==> src/rtl/vga_bounce_pixel_gen.sv <==
// vga_bounce_pixel_gen: draws a wall frame and a bouncing square, with registered RGB and syncs delayed to match
module vga_bounce_pixel_gen #(
   parameter int          H_RES      = 640,
   parameter int          V_RES      = 480,
   parameter int          WALL_W     = 8,
   parameter int          BOX_SIZE   = 32,
   parameter int          STEP       = 2,
   parameter logic [11:0] BG_COLOR   = 12'h000,
   parameter logic [11:0] WALL_COLOR = 12'hFFF
) (
   input  logic        clk,
   input  logic        reset,
   input  logic        p_tick,
   input  logic        video_on,
   input  logic        hsync_in,
   input  logic        vsync_in,
   input  logic [9:0]  pixel_x,
   input  logic [9:0]  pixel_y,
   input  logic        pause,
   input  logic [2:0]  sw,
   output logic        hsync,
   output logic        vsync,
   output logic [11:0] rgb
);
   localparam logic [9:0] X_LO   = 10'(WALL_W);
   localparam logic [9:0] X_HI   = 10'(H_RES - WALL_W - BOX_SIZE);
   localparam logic [9:0] Y_LO   = 10'(WALL_W);
   localparam logic [9:0] Y_HI   = 10'(V_RES - WALL_W - BOX_SIZE);
   localparam logic [9:0] X_INIT = 10'((H_RES - BOX_SIZE) / 2);
   localparam logic [9:0] Y_INIT = 10'((V_RES - BOX_SIZE) / 2);

   logic [9:0]  box_x, box_y;
   logic        dir_x, dir_y;
   logic        frame_tick, in_box, in_wall;
   logic [11:0] colour;
   logic [10:0] next_x, next_y;

   // returns {new_dir, new_pos}; dir 1 means moving toward larger coordinates
   function automatic logic [10:0] step_axis(input logic [9:0] pos, input logic dir,
                                             input logic [9:0] lo, input logic [9:0] hi);
      logic [10:0] up;
      up = {1'b0, pos} + 11'(STEP);
      return dir ? ((up >= {1'b0, hi}) ? {1'b0, hi} : {1'b1, up[9:0]})
                 : ((pos <= lo + 10'(STEP)) ? {1'b1, lo} : {1'b0, pos - 10'(STEP)});
   endfunction

   assign frame_tick = p_tick && pixel_x == 10'd0 && pixel_y == 10'(V_RES);
   assign next_x     = step_axis(box_x, dir_x, X_LO, X_HI);
   assign next_y     = step_axis(box_y, dir_y, Y_LO, Y_HI);

   always_comb begin
      in_box  = {1'b0, pixel_x} >= {1'b0, box_x} && {1'b0, pixel_x} < {1'b0, box_x} + 11'(BOX_SIZE) &&
                {1'b0, pixel_y} >= {1'b0, box_y} && {1'b0, pixel_y} < {1'b0, box_y} + 11'(BOX_SIZE);
      in_wall = pixel_x < 10'(WALL_W) || pixel_x >= 10'(H_RES - WALL_W) ||
                pixel_y < 10'(WALL_W) || pixel_y >= 10'(V_RES - WALL_W);
      colour  = !video_on ? 12'h000 :
                in_box    ? {{4{sw[2]}}, {4{sw[1]}}, {4{sw[0]}}} :
                in_wall   ? WALL_COLOR : BG_COLOR;
   end

   always_ff @(posedge clk or posedge reset)
      if (reset) begin
         rgb   <= 12'h000;
         hsync <= 1'b0;
         vsync <= 1'b0;
      end else if (p_tick) begin
         rgb   <= colour;
         hsync <= hsync_in;
         vsync <= vsync_in;
      end

   always_ff @(posedge clk or posedge reset)
      if (reset) begin
         box_x <= X_INIT;
         box_y <= Y_INIT;
         dir_x <= 1'b1;
         dir_y <= 1'b1;
      end else if (frame_tick && !pause) begin
         {dir_x, box_x} <= next_x;
         {dir_y, box_y} <= next_y;
      end
endmodule
==> config.mk <==
export PLATFORM = sky130hd
export DESIGN_NAME = vga_bounce_pixel_gen
export DESIGN_NICKNAME = d
export VERILOG_FILES = /design/src/rtl/vga_bounce_pixel_gen.sv
export SDC_FILE = /design/constraint.sdc
export NUM_CORES = 1
export LEC_CHECK = 0
export ABC_AREA = 0
export CORE_MARGIN = 4
export CORE_UTILIZATION = 52
export CTS_BUF_LIST = sky130_fd_sc_hd__clkbuf_8
export CTS_CLUSTER_DIAMETER = 80
export DETAILED_ROUTE_END_ITERATION = 8
export GPL_ROUTABILITY_DRIVEN = 0
export PLACE_DENSITY = 0.8
export SLEW_MARGIN = 20
export SYNTH_ARGS = -nofsm -noshare
export SYNTH_HDL_FRONTEND = slang
export SYNTH_SLANG_ARGS = --single-unit
==> constraint.sdc <==
create_clock -name clk -period 2.6 [get_ports clk]
set_input_delay 0.39 -clock clk [delete_from_list [all_inputs] [get_ports clk]]
set_output_delay 0.39 -clock clk [all_outputs]
set_load 0.05 [all_outputs]
==> run_results.csv, run 1 <==
group,metric,value,unit
global_route,grt_util_all_layers,25.4,%
sta,setup-violations-final,3,
global_route,grt_pass1_vias,3265,
sta,period_minus_slack,2.71,ns
sta,skew,0.00896,ns
sta,hold_slack,0.475,ns
sta,report.final.slew_viol_count,0,
clock_tree,path_clk_slew,0.10,ns
global_route,overflow,0,
sta,timing.final.ws_setup,-0.109,ns
clock_tree,cts_buffer_depth,2,
final_layout,final_cell_mix,"buf_4, clkdlybuf4s50_1, ha_1, o21ai_0, nor2_1",
die,die_w,84.3,microns
drt,wl_per_cell,18.2,microns
sta,setup_tns,-0.226,ns
flow_run,cap_violations,0,
power_and_ir_drop,p_seq_share,44.1,%
yosys,synthAdderAreaFrac,15.7,%
final_layout,n_fill_cell,414,
global_route,grt_max_degree,26,
global_route,antenna_found_initial,0,
power_and_ir_drop,powerDensity,238,mW/mm^2
drt,dr.pass1.iters,5,
clock_tree,h-tree-depth,1,
sta,hold_viol_final,0,
placement,placed_area,0.00370,sq mm
placement,dp_hpwl,6980,microns
yosys,synth_top_family_by_area,"simple AND/OR/NAND/NOR gates",
sta,worst_slew_pin_slew,0.563,ns
critical_path,reg2reg_depth,10,
die,ios,44,
yosys,synth_xor_area_share,2.61,%
sta,fmax,0.369,GHz
drt,via_per_inst,6.65,
power_and_ir_drop,pwr-share-clk,26.1,%
yosys,synth_compound_area_share,24.8,%
power_and_ir_drop,swShare,32.5,%
critical_path,reg2reg_from,"box_x[5]",
power_and_ir_drop,p_int,0.620,mW
yosys,synthMuxAreaShare,1.74,%
drt,wirelength,9410,microns
final_layout,area_delta_synth_final,27.6,%
critical_path,reg2reg_slack,-0.11,ns
yosys,netlist_area,0.00302,sq mm
clock_tree,clk_latency,0.27,ns
yosys,async_flop_share,100,%
power_and_ir_drop,power_switching,0.299,mW
sta,period_share,104,%
final_layout,final_area,0.00386,sq mm
yosys,synth_cell_types,63,
power_and_ir_drop,total_power,0.919,mW
yosys,syn_inst,380,
clock_tree,cts_sinks,25,
yosys,yosys.area_share.simple,25.6,%
yosys,ys_ff_latch,25,
run_status,violations,"negative setup slack",
yosys,synthesis.nets,448,
min_path,holdCritPathClass,"in -> async",
final_layout,layout-drive-gt1-share,17.0,%
critical_path,cp-end-kind,"flop",
critical_path,crit_path_max_fanout,6,
drt,drcViolationCount,0,
critical_path,arrival,2.92,ns
yosys,ys_warn_count,0,
die,die_y,84.3,microns
run_status,status,"finished, violations left",
yosys,synth.avg_cell_area,7.96,sq um
die,num_rows,27,
die,start_util,54.3,%
power_and_ir_drop,power_leakage,1.62,nW
critical_path,critPathKind,"reg -> reg",
yosys,synth_edf_count,0,
yosys,synth_flop_cell,"dfrtp_1",
die,die_area,0.00710,sq mm
clock_tree,cts_made_buffers,3,
final_layout,final_common_cell,"buf_4",
global_route,grt_pass1_wl,15200,microns
clock_tree,clockRootBuffer,"clkbuf_8",
drt,via_count,3446,
power_and_ir_drop,combinationalPowerShare,29.8,%
clock_tree,cts_hold_buf,0,
final_layout,antennaDiodeCount,0,
critical_path,required,2.81,ns
critical_path,startpoint_type,"flop",
die,coreArea,0.00557,sq mm
critical_path,rr_endpoint,"rgb[7]",
sta,rsz0062_at_grt,"yes",
placement,io_buffers,43,
drt,ant_nets,0,
drt,dr.first_iter.drc_count,291,
power_and_ir_drop,ir_drop,0.239,mV
yosys,ys_seq_area_share,21.0,%
sta,slew_headroom,62.4,%
clock_tree,cts_tree,"built",
final_layout,fin_nets,515,
==> layer usage <==
metal / GRT usage, % / vias up / share of wire [%]
met5: 0 / - / 0
met4: 9.50 / 0 / 3.8
met3: 5.00 / 49 / 12
met2: 41.5 / 252 / 44
met1: 33.2 / 1564 / 41
li1: - / 1581 / -
==> flip-flops by register name (all words and copies together), names as in the netlist <==
signal / flops
box_x: 9
box_y: 9
rgb: 3
dir_x: 1
dir_y: 1
hsync: 1
vsync: 1
==> cells in the mapped netlist, types with 5 or more instances <==
cell	instances	area, sq um
a21oi_1	18	90.1
a22oi_1	6	45.0
a31oi_1	8	50.1
and2_1	5	31.3
and3_1	5	31.3
and4_1	10	87.6
buf_2	5	25.0
buf_4	9	67.6
clkbuf_1	11	41.3
dfrtp_1	17	425
dfstp_2	8	210
ha_1	38	475
inv_1	27	101
nand2_1	19	71.3
nand3_1	27	135
nand4_1	7	43.8
nor2_1	27	101
nor3_1	13	65.1
nor4_1	8	50.1
o21ai_0	29	145
or3_1	5	31.3
xnor2_1	9	78.8
==> worst max-delay path: stages, from the launching register on <==
cell	delay [ns]
dfstp_2	0.63
inv_2	0.05
ha_1	0.28
inv_2	0.07
ha_4	0.19
o2111ai_2	0.23
nor2_1	0.08
o31a_1	0.33
nor4_4	0.30
and4_1	0.30
a221o_1	0.19
==> worst max path at each step <==
| stage | from | slack, ns | end | cells past startpoint |
|---|---|---|---|---|
| after floorplan | box_x[5] | 0.05 | rgb[10] | 11 |
| after global placement | pixel_y[1] | -0.01 | rgb[10] | 8 |
| after detailed placement | pixel_y[1] | -0.14 | rgb[7] | 8 |
| after CTS | box_x[5] | 0.01 | rgb[7] | 10 |
| after global routing | box_x[5] | -0.19 | rgb[7] | 10 |
| final | box_x[5] | -0.11 | rgb[7] | 10 |
==> cell type report <==
cell class | instances | area [sq um] | share of cell area (%)
clock buffer | 3 | 41.3 | 1.07
timing repair buffer | 89 | 781 | 20.2
clock inverter | 1 | 3.75 | 0.0973
inverter | 27 | 101 | 2.63
tap | 72 | 90.1 | 2.34
sequential | 25 | 637 | 16.5
multi-input combinational | 301 | 2200 | 57.1
==> logic make-up (layout without fill, tap and decap cells) <==
family                   count (synthesis)  in the layout
buffers and inverters                   54            120
multiplexers                             5              5
adder cells (fa/ha/maj)                 38             38
AND/OR/NAND/NOR                        140            140
flip-flops                              25             25
XOR/XNOR                                 9              9
AO/OA/AOI/OAI                          109            109
==> stage by stage <==
step	util, %	std cells	setup slack (ns)
after global placement	66.3	509	-0.0147
final	69.2	518	-0.109
after floorplan	-	380	0.0457
after detailed placement	66.3	509	-0.135
after CTS	67.2	513	0.0123
after global routing	69.2	518	-0.192
==> power groups by stage <==
| stage | Clock, mW | Combinational (mW) | Sequential (mW) |
|---|---|---|---|
| after global placement | 0 | 0.261 | 0.412 |
| after CTS | 0.246 | 0.266 | 0.405 |
| final | 0.240 | 0.274 | 0.405 |
| after global routing | 0.259 | 0.288 | 0.408 |
| after floorplan | 0 | 0.128 | 0.440 |
| after detailed placement | 0 | 0.264 | 0.413 |
==> timing repair <==
item	in CTS	in global routing
gates cloned	0	0
pin swaps	0	11
hold endpoints to repair	0	0
resized for setup	1	13
setup buffers	0	5
endpoints found under the setup margin	3	15
(Power assumes the default switching activity.)
==> inputs of run 2 (changes only) <==
Settings changed: CORE_UTILIZATION 52 to 57, PLACE_DENSITY 0.8 to 0.83.
Clock period 2.6 ns to 2.56 ns, I/O delays scaled along.
==> run 2 against run 1 <==
- the flow now finishes without violations
- wire length rose by 3.4%
- register-to-register slack improved by 0.14 ns
- via count barely moved
- critical path depth did not move
- maximum frequency rose by 7.2%
- largest power group unchanged
==> run_results.csv, run 2 (same netlist as run 1, synthesis figures left out) <==
group,metric,value,unit
critical_path,reg2reg_depth,10,
drt,dr.first_iter.drc_count,339,
drt,dr.pass1.iters,5,
run_status,status,"finished, final reports clean",
sta,timing.final.ws_setup,0.0319,ns
drt,ant_nets,0,
drt,via_count,3449,
critical_path,crit_path_max_fanout,4,
drt,via_per_inst,6.66,
final_layout,area_delta_synth_final,27.6,%
power_and_ir_drop,power_leakage,1.64,nW
clock_tree,clk_latency,0.29,ns
min_path,holdCritPathClass,"in -> async",
die,start_util,58.8,%
final_layout,seq_area,637,sq um
critical_path,rr_endpoint,"rgb[7]",
die,die_y,80.8,microns
drt,wirelength,9730,microns
clock_tree,clockRootBuffer,"clkbuf_8",
power_and_ir_drop,ir_drop,0.198,mV
sta,period_share,98.8,%
global_route,grt_pass1_vias,3145,
placement,pre_cts_slack,-0.129,ns
global_route,grt_pass1_wl,15200,microns
critical_path,reg2reg_slack,0.03,ns
power_and_ir_drop,total_power,0.948,mW
global_route,antenna_found_initial,0,
sta,hold_slack,0.446,ns
placement,dp_hpwl,7190,microns
critical_path,reg2reg_from,"box_x[5]",
final_layout,final_common_cell,"buf_4",
final_layout,fin_nets,517,
die,ios,44,
die,die_w,80.8,microns
final_layout,final_cell_mix,"buf_4, clkdlybuf4s50_1, ha_1, o21ai_0",
die,coreArea,0.00514,sq mm
critical_path,startpoint_type,"flop",
final_layout,multi_input_area,0.00217,sq mm
sta,hold_viol_final,0,
clock_tree,cts_tree,"built",
drt,wl_per_cell,18.8,microns
critical_path,cp-end-kind,"flop",
sta,worst_slew_pin_slew,0.625,ns
clock_tree,cts_buffer_depth,2,
clock_tree,cts_made_buffers,3,
drt,drcViolationCount,0,
clock_tree,cts_sinks,25,
sta,skew,0.0213,ns
sta,setup-violations-final,0,
global_route,grt_max_degree,26,
placement,io_buffers,43,
sta,report.final.slew_viol_count,0,
clock_tree,h-tree-depth,1,
critical_path,critPathKind,"reg -> reg",
power_and_ir_drop,powerDensity,246,mW/mm^2
global_route,overflow,0,
clock_tree,path_clk_slew,0.11,ns
die,die_area,0.00654,sq mm
final_layout,antennaDiodeCount,0,
sta,slew_headroom,58.3,%
global_route,grt_util_all_layers,29.5,%
final_layout,reg_top3,"box_x (9), box_y (9), rgb (3)",
sta,fmax,0.396,GHz
sta,rsz0062_at_grt,"yes",
critical_path,arrival,2.71,ns
sta,period_minus_slack,2.53,ns
final_layout,n_fill_cell,388,
final_layout,layout-drive-gt1-share,17.0,%
die,num_rows,26,
flow_run,cap_violations,0,
critical_path,required,2.74,ns
[run 2: critical path, stage by stage, from the launching register on]
cell       delay [ns]
dfstp_2          0.59
inv_1            0.07
ha_1             0.28
inv_1            0.05
ha_1             0.27
o2111ai_2        0.19
nor2_1           0.09
o31a_1           0.29
nor4_4           0.19
a21oi_2          0.11
a221o_1          0.28
[run 2: layout make-up]
type	count	share of cell area [%]
repair buffers	91	21.1
clock buffers	3	1.07
clock inverters	1	0.0973
multi-input cells	301	56.3
inverters	27	2.63
flip-flops and latches	25	16.5
well taps	70	2.27
[run 2: layer usage]
| metal | up-vias | global-route usage [%] | part of all wire (%) |
|---|---|---|---|
| li1 | 1572 | - | - |
| met4 | 0 | 8.28 | 2.6 |
| met3 | 27 | 4.21 | 12 |
| met2 | 237 | 50.4 | 47 |
| met5 | - | 0 | 0 |
| met1 | 1613 | 38.5 | 39 |
[run 2: how the worst max path moves through the flow]
stage                          start      end  depth (start not counted)
after detailed placement  pixel_y[1]   rgb[7]                          8
after global routing        box_x[5]  rgb[10]                         10
after floorplan             box_x[5]  rgb[10]                         11
final                       box_x[5]   rgb[7]                         10
after global placement    pixel_y[1]   rgb[3]                          8
after CTS                   box_x[8]   rgb[7]                          9
[run 2: repair_timing]
action / 4_1_cts / 5_1_grt
buffers inserted: 0 / 2
setup endpoints to repair: 3 / 9
hold buffers: 0 / 0
pin swaps: 0 / 3
resized for setup: 1 / 9
[run 2: stage by stage]
stage	std cells	area [sq um]	utilization [%]	setup TNS, ns
2_1_floorplan	380	3030	-	0
3_3_place_gp	512	3730	72.6	-0.142
3_5_place_dp	512	3730	72.6	-0.381
4_1_cts	516	3780	73.6	0
5_1_grt	518	3860	75.1	-0.193
6_report	518	3860	75.1	0
[run 2: where the power goes]
group	internal (mW)	switching [mW]
Combinational	0.122	0.161
Clock	0.108	0.144
Sequential	0.403	0.00851
Total	0.634	0.314
==> inputs of run 3 (changes only) <==
Settings changed: ABC_CLOCK_PERIOD_IN_PS from default to 2560.
==> results of run 3 <==
No change in the layout: final DEF, timing and power equal those of run 2.
